<file path="src/rtl/usb_packet_scheduler.sv">
// Byte sequencer between the FT232H USB interface and a synchronous sample memory.
// One received command byte yields an echo of that byte followed by NR_WORDS memory bytes.
module usb_packet_scheduler #(
  parameter int unsigned NR_WORDS = 16,
  parameter int unsigned ADDR_W   = 8,
  parameter int unsigned TIMEOUT  = 1000000,
  parameter int unsigned TO_W     = 20
) (
  input  logic              CLOCK_50,
  input  logic              reset,
  input  logic              byte_received_i,
  input  logic [7:0]        read_data_i,
  input  logic              usb_write_done_i,
  output logic              write_request_o,
  output logic [7:0]        write_data_o,
  output logic [ADDR_W-1:0] mem_addr_o,
  output logic              mem_rd_o,
  input  logic [7:0]        mem_data_i,
  output logic              busy_o,
  output logic              packet_done_o,
  output logic              cmd_dropped_o,
  output logic              timeout_err_o
);

  typedef enum logic [2:0] {
    StIdle, StEcho, StFetch, StLoad, StReq, StWaitDone, StNext
  } state_e;

  localparam logic [8:0]      NrWordsC = 9'(NR_WORDS);
  localparam logic [TO_W-1:0] ToLast   = TO_W'(TIMEOUT - 1);

  state_e            state_q, state_d;
  logic [ADDR_W-1:0] addr_q, addr_d;
  logic [7:0]        cmd_q, cmd_d;
  logic [8:0]        word_cnt_q, word_cnt_d;
  logic [TO_W-1:0]   to_cnt_q, to_cnt_d;
  logic              echo_q, echo_d;
  logic              wr_req_q, wr_req_d;
  logic [7:0]        wr_data_q, wr_data_d;
  logic              busy_q, busy_d;
  logic              done_q, done_d;
  logic              drop_q, drop_d;
  logic              to_err_q, to_err_d;
  logic [8:0]        cnt_after;

  always_comb begin
    state_d    = state_q;
    addr_d     = addr_q;
    cmd_d      = cmd_q;
    word_cnt_d = word_cnt_q;
    to_cnt_d   = to_cnt_q;
    echo_d     = echo_q;
    wr_req_d   = wr_req_q;
    wr_data_d  = wr_data_q;
    busy_d     = busy_q;
    done_d     = 1'b0;
    to_err_d   = 1'b0;
    drop_d     = byte_received_i && (state_q != StIdle);
    // Data bytes advance the count; the echo byte does not.
    cnt_after  = word_cnt_q + {8'd0, ~echo_q};

    case (state_q)
      StIdle: begin
        if (byte_received_i) begin
          addr_d     = ADDR_W'(read_data_i);
          cmd_d      = read_data_i;
          busy_d     = 1'b1;
          word_cnt_d = '0;
          state_d    = StEcho;
        end
      end
      StEcho: begin
        wr_data_d = cmd_q;
        echo_d    = 1'b1;
        state_d   = StReq;
      end
      StFetch: state_d = StLoad;
      StLoad: begin
        wr_data_d = mem_data_i;
        echo_d    = 1'b0;
        state_d   = StReq;
      end
      StReq: begin
        wr_req_d = 1'b1;
        to_cnt_d = '0;
        state_d  = StWaitDone;
      end
      StWaitDone: begin
        // Dropping the request on the done edge keeps the interface from re-sending the byte.
        if (usb_write_done_i) begin
          wr_req_d = 1'b0;
          state_d  = StNext;
        end else if (to_cnt_q == ToLast) begin
          wr_req_d = 1'b0;
          to_err_d = 1'b1;
          busy_d   = 1'b0;
          state_d  = StIdle;
        end else begin
          to_cnt_d = to_cnt_q + TO_W'(1);
        end
      end
      StNext: begin
        if (cnt_after == NrWordsC) begin
          done_d  = 1'b1;
          busy_d  = 1'b0;
          state_d = StIdle;
        end else begin
          word_cnt_d = cnt_after;
          if (!echo_q) addr_d = addr_q + ADDR_W'(1);
          state_d = StFetch;
        end
      end
      default: state_d = StIdle;
    endcase
  end

  always_ff @(posedge CLOCK_50 or posedge reset) begin
    if (reset) begin
      state_q    <= StIdle;
      addr_q     <= '0;
      cmd_q      <= '0;
      word_cnt_q <= '0;
      to_cnt_q   <= '0;
      echo_q     <= 1'b0;
      wr_req_q   <= 1'b0;
      wr_data_q  <= '0;
      busy_q     <= 1'b0;
      done_q     <= 1'b0;
      drop_q     <= 1'b0;
      to_err_q   <= 1'b0;
    end else begin
      state_q    <= state_d;
      addr_q     <= addr_d;
      cmd_q      <= cmd_d;
      word_cnt_q <= word_cnt_d;
      to_cnt_q   <= to_cnt_d;
      echo_q     <= echo_d;
      wr_req_q   <= wr_req_d;
      wr_data_q  <= wr_data_d;
      busy_q     <= busy_d;
      done_q     <= done_d;
      drop_q     <= drop_d;
      to_err_q   <= to_err_d;
    end
  end

  assign write_request_o = wr_req_q;
  assign write_data_o    = wr_data_q;
  assign mem_addr_o      = addr_q;
  assign mem_rd_o        = (state_q == StFetch);
  assign busy_o          = busy_q;
  assign packet_done_o   = done_q;
  assign cmd_dropped_o   = drop_q;
  assign timeout_err_o   = to_err_q;

endmodule

</file>
<file path="config.mk">
export PLATFORM = sky130hd
export DESIGN_NAME = usb_packet_scheduler
export DESIGN_NICKNAME = d
export VERILOG_FILES = /design/src/rtl/usb_packet_scheduler.sv
export SDC_FILE = /design/constraint.sdc
export NUM_CORES = 1
export LEC_CHECK = 0
export ABC_AREA = 1
export BUFFER_PORTS_ARGS = -buffer_cell sky130_fd_sc_hd__buf_2
export CORE_ASPECT_RATIO = 1.75
export CORE_UTILIZATION = 25
export DETAILED_ROUTE_END_ITERATION = 16
export REMOVE_ABC_BUFFERS = 1
export SLEW_MARGIN = 20
export SYNTH_ARGS = -nofsm -noshare
export SYNTH_HDL_FRONTEND = slang
export SYNTH_SLANG_ARGS = --single-unit
</file>
<file path="constraint.sdc">
create_clock -name CLOCK_50 -period 2.55 [get_ports CLOCK_50]
set_clock_uncertainty 0.15 [all_clocks]
set_input_delay 0.1275 -clock CLOCK_50 [delete_from_list [all_inputs] [get_ports CLOCK_50]]
set_output_delay 0.1275 -clock CLOCK_50 [all_outputs]
set_load 0.01 [all_outputs]
</file>
==> flow_metrics.py <==
metrics = {
    "pwr": {
        "combPwrFrac_pct": 32.4,
        "power.leakage_nw": 2.091,
        "pwr-share-clk_pct": 32.2,
        "ir_drop_uv": 472.0,
        "swShare_pct": 36.59,
        "p_int_mw": 2.583,
        "p_sw_mw": 1.490,
        "seqPwrFrac_pct": 35.3,
        "p_per_area_nw_per_um2": 919.3,
        "total_power_mw": 4.073,
    },
    "clock_tree": {
        "ctsHtreeMaxLevel": 3,
        "clock-sinks": 62,
        "cts_made_buffers": 9,
        "cts_tree": "done",
        "clockBufferDepth": 2,
        "clk_pin_slew_worst_paths_ns": 0.05,
        "cts-root-buf": "clkbuf_16",
        "cts_setup_buffers": 0,
        "clk_latency_ns": 0.33,
    },
    "sta": {
        "fin_crit_ns": 2.231,
        "period_share_pct": 87.48,
        "final-setup-viol-count": 0,
        "setup_tns_ns": 0,
        "fmax_mhz": 448.3,
        "tightest_slew_ns": 0.7776,
        "relSlewSlack_pct": 47.97,
        "rsz0062_at_grt": "false",
        "finalMaxSlewViolations": 0,
        "hold_viol_final": 0,
        "worst_slack_ns": 0.3194,
    },
    "die": {
        "core_um2": 13450,
        "dieArea_um2": 14350,
        "num_io_pins": 42,
        "die-height_um": 157.7,
        "die_x_um": 90.99,
        "rows": 56,
        "start_util_pct": 25.75,
    },
    "final_layout": {
        "drive_above_1_share_pct": 16.24,
        "multi_input_area_um2": 1645,
        "syn_to_final_growth_pct": 27.88,
        "nNetsFinal": 567,
        "seq_area_um2": 1551,
        "fillers": 1440,
        "num_antenna_cells": 0,
    },
    "worst_setup_path": {
        "arrival_ns": 2.28,
        "critPathRequiredTime_ns": 2.60,
        "critical_path_class": "reg2reg",
        "end_kind": "flop",
        "start_kind": "flop",
        "path_max_fanout": 11,
    },
    "synthesis": {
        "synth-main-ff-cell": "dfrtp_1",
        "async_flop_share_pct": 100.0,
        "ys_ff_latch": 62,
        "synth.area.top_cells": "dfrtp_1 45%, nand2_1 16%, nand3_1 7.4%",
        "synth_cell_types": 34,
        "synth_common_cells": "148 x nand2_1, 62 x dfrtp_1, 55 x inv_1",
        "synth_edf_count": 0,
        "syn_area_um2": 3465,
        "synthCells": 470,
        "yosysTopAreaCell": "dfrtp_1",
        "yosys_warnings": 0,
        "yosysMostFrequentCell": "nand2_1",
        "syn_area_per_cell_um2": 7.371,
        "ys_seq_area_share_pct": 44.78,
        "yosysTopAreaCellShare_pct": 44.78,
    },
    "min_path": {
        "hold_class": "in2async",
    },
    "global_routing": {
        "grt_overflow": 0,
        "grt_pass1_vias": 3465,
        "grt_usage_pct": 14.38,
        "grt_pass1_wl_mm": 16.35,
        "grt_max_degree": 28,
        "grt_antenna_before_repair": 0,
    },
    "drt": {
        "vias": 3386,
        "drt_iter0_drc": 167,
        "viasPerCell": 4.690,
        "wl_per_cell_um": 13.29,
        "drc": 0,
        "antenna_left": 0,
        "drt-total-wl_mm": 9.597,
        "first_pass_iters": 5,
    },
    "placed_design": {
        "post-place-ws_ns": 0.3616,
        "hpwl_mm": 7.281,
        "gp_congestion": 0.9197,
        "port_buffers": 41,
    },
    "outcome": {
        "status": "finished, final reports clean",
    },
    "flow_run": {
        "cap_violations": 0,
    },
}
==> worst max-delay path: stages (launching register included) <==
cell	delay [ns]
dfrtp_1	0.38
ha_1	0.27
nand3_1	0.12
nor2_1	0.15
nand3_1	0.09
nand2_1	0.09
inv_1	0.07
nand2_2	0.10
nand2_1	0.21
inv_1	0.31
o21ai_0	0.14
==> path summary, 6_finish.rpt <==
kind                            depth (start not counted)                          end  slack (ns)                     from
worst max-delay path                                   10     to_cnt_q[18]$_DFFE_PP0P_        0.32  to_cnt_q[1]$_DFFE_PP0P_
worst min-delay path                                    3    word_cnt_q[2]$_DFFE_PP0P_        0.20                    reset
worst min register to register                          2           busy_o$_DFFE_PP0P_        0.33       busy_o$_DFFE_PP0P_
max in group asynchronous                               4  write_data_o[4]$_DFFE_PP0P_        1.33                    reset
worst max register to register                         10     to_cnt_q[18]$_DFFE_PP0P_        0.32  to_cnt_q[1]$_DFFE_PP0P_
min in group CLOCK_50                                   2           busy_o$_DFFE_PP0P_        0.33       busy_o$_DFFE_PP0P_
==> cells in the final DEF, fill, tap and decap left out, drive strengths merged, types with 12 or more instances in the layout <==
| master | instances |
|---|---|
| buf | 51 |
| clkbuf | 12 |
| dfrtp | 62 |
| dlygate4sd3 | 19 |
| inv | 60 |
| nand2 | 153 |
| nand3 | 52 |
| nand4 | 14 |
| nor2 | 43 |
| o21ai | 37 |
==> flip-flops by register name, summed over array words and instances, names as in the netlist <==
register	flops
busy_o	1
cmd_dropped_o	1
cmd_q	8
echo_q	1
mem_addr_o	8
packet_done_o	1
state_q	3
timeout_err_o	1
to_cnt_q	20
word_cnt_q	9
write_data_o	8
write_request_o	1
==> power by group through the flow <==
stage / Sequential, mW / Clock (mW) / Combinational, mW
floorplan: 1.47 / 0 / 0.791
global placement: 1.44 / 0 / 1.29
detailed placement: 1.45 / 0 / 1.31
CTS: 1.44 / 1.34 / 1.33
global route: 1.47 / 1.38 / 1.51
finish: 1.44 / 1.31 / 1.32
==> metal layers <==
metal / global-route usage [%] / vias up / part of all wire, %
met5: 0 / - / 0
met4: 8.768 / 0 / 4.4
met3: 2.642 / 30 / 5.0
met2: 25.72 / 101 / 52
met1: 15.71 / 1598 / 39
li1: - / 1657 / -
==> metrics by stage <==
step | instance area (um2) | util, % | std cells | hold slack (ns)
2_1_floorplan | 3426 | - | 462 | 0.08303
3_3_place_gp | 3924 | 29.17 | 687 | 0.02004
3_5_place_dp | 3924 | 29.17 | 687 | 0.01359
4_1_cts | 4431 | 32.93 | 722 | 0.2188
5_1_grt | 4431 | 32.93 | 722 | 0.2624
6_report | 4431 | 32.93 | 722 | 0.2002
==> logic make-up after synthesis <==
family                   share of synthesized area, %
AND/OR/NAND/NOR                                 36.01
buffers and inverters                           7.729
AO/OA/AOI/OAI                                   7.295
adder cells (fa/ha/maj)                         1.445
multiplexers                                   0.9750
XOR/XNOR                                        1.770
flip-flops                                      44.78
==> cell type report <==
class,count,area share [%]
inverter,61,5.168
tap,174,4.914
clock buffer,12,5.563
clock inverter,4,1.581
multi-input combinational,339,37.14
sequential,62,35.02
timing repair buffer,70,10.62
==> what timing repair did <==
action	CTS	global route
resized for setup	0	0
hold buffers	19	0
hold endpoints to repair	36	0
Note: power is estimated with default switching activity, not from simulation.
